File: src/rtl/loop_nest_monitor.sv
// Receive-side checker for the nested-loop sequencer: rebuilds (x, y) from the
// action counter, flags jumps, short passes and overruns, and counts good passes.
module loop_nest_monitor #(
    parameter int OUTER = 10,
    parameter int INNER = 10,
    parameter int W     = 8
) (
    input  logic         clk,
    input  logic         rst_n,
    input  logic [W-1:0] act_in,
    input  logic         err_clr,
    output logic [7:0]   x_idx,
    output logic [7:0]   y_idx,
    output logic         step,
    output logic         pass_done,
    output logic [15:0]  pass_cnt,
    output logic         err,
    output logic [1:0]   err_code
);

    localparam int TOTAL = OUTER * INNER;
    localparam int SW    = $clog2(TOTAL + 1);
    localparam logic [SW-1:0] TOTAL_C = SW'(TOTAL);
    localparam logic [7:0]    Y_LAST  = 8'(INNER - 1);

    typedef enum logic [1:0] {EV_HOLD, EV_END, EV_STEP, EV_JUMP} event_t;
    typedef enum logic [1:0] {
        CODE_NONE  = 2'd0,
        CODE_JUMP  = 2'd1,
        CODE_SHORT = 2'd2,
        CODE_OVER  = 2'd3
    } code_t;

    logic [W-1:0]  act_q;
    logic [W-1:0]  act_inc;
    logic [7:0]    x_cnt;
    logic [7:0]    y_cnt;
    logic [SW-1:0] step_cnt;
    logic          full;
    event_t        ev;
    code_t         new_code;

    assign act_inc = act_q + W'(1);
    assign full    = (step_cnt == TOTAL_C);

    // Classify this sample against the previous one; earlier tests take priority.
    always_comb begin
        ev       = EV_JUMP;
        new_code = CODE_NONE;
        if (act_in == act_q)
            ev = EV_HOLD;
        else if (act_in == '0)
            ev = EV_END;
        else if (act_in == act_inc)
            ev = EV_STEP;

        case (ev)
            EV_END:  if (!full) new_code = CODE_SHORT;
            EV_STEP: if (full)  new_code = CODE_OVER;
            EV_JUMP: new_code = CODE_JUMP;
            default: new_code = CODE_NONE;
        endcase
    end

    always_ff @(posedge clk or negedge rst_n) begin
        if (!rst_n) begin
            act_q     <= '0;
            x_cnt     <= '0;
            y_cnt     <= '0;
            step_cnt  <= '0;
            x_idx     <= '0;
            y_idx     <= '0;
            step      <= 1'b0;
            pass_done <= 1'b0;
            pass_cnt  <= '0;
            err       <= 1'b0;
            err_code  <= 2'd0;
        end else begin
            act_q     <= act_in;
            step      <= 1'b0;
            pass_done <= 1'b0;

            case (ev)
                EV_STEP: begin
                    if (!full) begin
                        step     <= 1'b1;
                        x_idx    <= x_cnt;
                        y_idx    <= y_cnt;
                        step_cnt <= step_cnt + SW'(1);
                        if (y_cnt == Y_LAST) begin
                            y_cnt <= '0;
                            x_cnt <= x_cnt + 8'd1;
                        end else begin
                            y_cnt <= y_cnt + 8'd1;
                        end
                    end
                end
                EV_END: begin
                    if (full) begin
                        pass_done <= 1'b1;
                        pass_cnt  <= pass_cnt + 16'd1;
                    end
                    x_cnt    <= '0;
                    y_cnt    <= '0;
                    step_cnt <= '0;
                end
                default: ;
            endcase

            // First error is sticky, but a clear in the same cycle lets a new one in.
            if (new_code != CODE_NONE) begin
                if (!err || err_clr) begin
                    err      <= 1'b1;
                    err_code <= new_code;
                end
            end else if (err_clr) begin
                err      <= 1'b0;
                err_code <= 2'd0;
            end
        end
    end

endmodule

File: config.mk
export PLATFORM = sky130hd
export DESIGN_NAME = loop_nest_monitor
export DESIGN_NICKNAME = d
export VERILOG_FILES = /design/src/rtl/loop_nest_monitor.sv
export SDC_FILE = /design/constraint.sdc
export NUM_CORES = 1
export LEC_CHECK = 0
export ABC_AREA = 0
export CORE_ASPECT_RATIO = 1.4
export CORE_MARGIN = 2
export CORE_UTILIZATION = 35
export DETAILED_ROUTE_END_ITERATION = 12
export SLEW_MARGIN = 20
export SYNTH_ARGS = -nofsm -noshare
export SYNTH_HDL_FRONTEND = slang
export SYNTH_SLANG_ARGS = --single-unit
File: constraint.sdc
create_clock -name clk -period 3.3 [get_ports clk]
set_input_delay 0.66 -clock clk [delete_from_list [all_inputs] [get_ports clk]]
set_output_delay 0.66 -clock clk [all_outputs]
set_load 0.03 [all_outputs]
==> results.md <==
* Final min period at approximately 2700 ps
* Vias per inst at slightly above 5
* Clock power frac at 50.3%
* Number of synthesized flops with an enable pin at 0
* Worst clock skew at approximately 8.1 ps
* Final setup TNS at 0 ps
* Final Cycle Share at between 80% and 90%
* Leak pwr at around 2.0 nW
* Final nets at between 300 and 400
* Switching share of total power at a little under a quarter
* # hold bufs at CTS at 0
* Critical Path RT at between 3000 and 4000 ps
* Setup crit start kind: input port
* Synth top area cells: dfrtp_1 (51%), mux2_2 (6.4%), nand2_1 (3.6%)
* Wire length per cell at about 15 um
* Sequential area share after synthesis at a little over 50%
* Synthesized area at 3340 um^2
* Synth area leader: dfrtp_1
* Actual slew at the worst max-slew pin at just under 600 ps
* CTS root buf: clkbuf_16
* Post-synthesis register bit count at slightly below 70
* Setup crit start: act_in[2]
* Final wirelength at between 7000 and 8000 um
* Post-CTS setup buffers at 0
* Area growth syn-to-layout at 28.0%
* Pre-antenna DRT Iters at 4
* Hold Crit Class: in -> async
* Critical path type: in -> reg
* Clk_lat worst skew at ~330 ps
* Antenna Nets Post-Route at 0
* First-pass GRT wire length at about 12,000 um
* Count leader, synth: dfrtp_1
* Total GRT Usage at 15.3%
* Combinational Power Share at 9.0%
* Ant diodes at 0
* Die X-Extent at 86.6 um
* H-Tree Depth at 3
* Global route overflow at 0
* Worst path slowest cell: clkdlybuf4s50_1
* Net Sw Power at just over 500 uW
* Slew Viols, Final at 0
* Fmax achieved at 0.366 GHz
* Layout cell share with drive strength beyond 1 at between 15 and 20%
* Die area at between 10,000 and 15,000 um^2
* PwrDens at 520 nW/um^2
* Cell area after layout at ~4300 um^2
* Vias in the first global route at between 2,000 and 3,000
* Yosys warns at 0
* Initial cell density of the core at a little over a third
* Critical path fanouts, max at 20
* Reg2reg start: step_cnt[0]
* Port Buf Inserts at 47
* Clock buffer depth at 2
* Clk slew on worst S/H paths at 60 ps
* RSZ-0062 raised after global routing: no
* Number of max-cap violations at 0
* Total CTS buffers at 9
* Placer's final routability congestion estimate at slightly below 0.8
* Worst path top cell family by delay: compound AO/OA/AOI/OAI gates
* CTS tree: built
* WP buf/inv at 2
* Share of power burned in registers at 40.8%
* Rows at 42
* Clock sink count at 68
* Synth Flop Type: dfrtp_1
* Final HPWL DP at 5000 um
* Ys async rst share at 100%
* Initial antenna violation count at 0
* Vias at 2,421
* I/O pin count at between 40 and 50
* DRC viols at 0
* Synth unique cells at between 50 and 60
* Top post-synthesis cells by count: dfrtp_1 (68), nand2_1 (32), mux2_2 (19)
* Syn_area_per_cell at roughly 11 um^2
* Final hold viol count at 0
* Slowest stage delay, CP at around 570 ps
* Post-synthesis cell count at 297
* Post-synth top area share at 50.9%
* CP Capture Type: register
* DR iter-0 viols at ~110
* Normalized max-slew margin at around three fifths
* Post-CTS sizing at 0
* Syn_nets at between 300 and 400
* # setup viols final at 0
* Die height at 120 um
* Max IR drop VDD at 298 uV
* Outcome: completed
* P_int at approximately 1.7 mW
* Core ar. at a little over 9000 um^2
* Placement Cell Area at ~3900 um^2
* CP cell instances: clkdlybuf4s50_1, o21ba_2, a221oi_1, o221a_2, nand3_4, buf_4, or3_1, a21oi_1
* CP arrival at about 3000 ps
* Largest net degree at the start of global routing at 30
## per-layer routing
layer	part of all wire [%]	vias up	track usage (%)	wire [um]
met1	44	1173	19.1	3080
met3	4.2	8	3.71	296
met4	1.8	0	7.42	128
li1	-	1189	-	-
met2	50	51	24.5	3500
met5	0	-	0	0
## layout by cell type (no fill, tap or decap), drive strengths merged, types with 8 or more instances in the layout
cell / n
xnor2: 13
inv: 10
xor2: 13
nand2: 32
mux2: 19
buf: 8
clkbuf: 10
nor2: 15
clkdlybuf4s50: 46
o21ai: 8
nand3: 10
and3: 8
dfrtp: 68
## worst register-to-register path: stages (launching register included)
cell,delay [ps]
dfrtp_1,380
inv_1,120
ha_1,170
nand2_1,70
or4_1,610
o221a_2,200
nand3_4,160
inv_4,140
o31ai_1,340
mux2_2,380
## stage by stage
step	setup slack (ps)	hold slack (ps)	utilization, %	total power, mW	instances
final	565	266	45.7	2.22	466
after detailed placement	215	459	42.0	1.12	450
after CTS	558	275	45.7	2.25	466
after global placement	277	464	42.0	1.12	450
after global routing	332	303	45.7	2.31	466
after floorplan	949	364	-	1.04	297
## kinds of logic after synthesis
| group | Yosys count | synth area share, % |
|---|---|---|
| adders and majority gates | 7 | 2.62 |
| buffers and inverters | 21 | 3.29 |
| xor gates and xnor gates | 26 | 6.81 |
| and+or+nand+nor | 103 | 17.5 |
| muxes | 26 | 8.50 |
| AOI/OAI and AO/OA | 46 | 10.4 |
| DFF | 68 | 50.9 |
## worst paths after layout
| kind | endpoint | slack [ps] | depth (start not counted) |
|---|---|---|---|
| worst max register to register | err_code[1] | 630 | 9 |
| worst max-delay path | x_cnt[0] | 570 | 8 |
| worst min-delay path | y_idx[0] | 270 | 1 |
| worst min register to register | pass_cnt[15] | 470 | 1 |
| min in group clk | pass_cnt[15] | 470 | 1 |
| max in group asynchronous | step_cnt[6] | 2310 | 2 |
## power by group through the flow
| stage | Clock [mW] | Sequential (mW) | Combinational, mW |
|---|---|---|---|
| after floorplan | 0 | 0.931 | 0.106 |
| after global placement | 0 | 0.919 | 0.199 |
| after detailed placement | 0 | 0.921 | 0.203 |
| after CTS | 1.14 | 0.906 | 0.204 |
| after global routing | 1.18 | 0.912 | 0.224 |
| final | 1.12 | 0.906 | 0.200 |
## sequential cells by signal (all words and copies together) (netlist names)
name,flops
pass_cnt,16
act_q,8
x_cnt,8
x_idx,8
y_cnt,8
y_idx,8
step_cnt,7
err_code,2
err,1
pass_done,1
step,1
## layout make-up
cell class	instances	area, um^2
Fill cell	871	5070
Clock buffer	10	239
Inverter	10	40.0
Multi-Input combinational cell	208	1530
Clock inverter	6	111
Tap cell	110	138
Timing Repair Buffer	54	518
Sequential cell	68	1700
No activity file was read; power rests on OpenSTA's default activity.
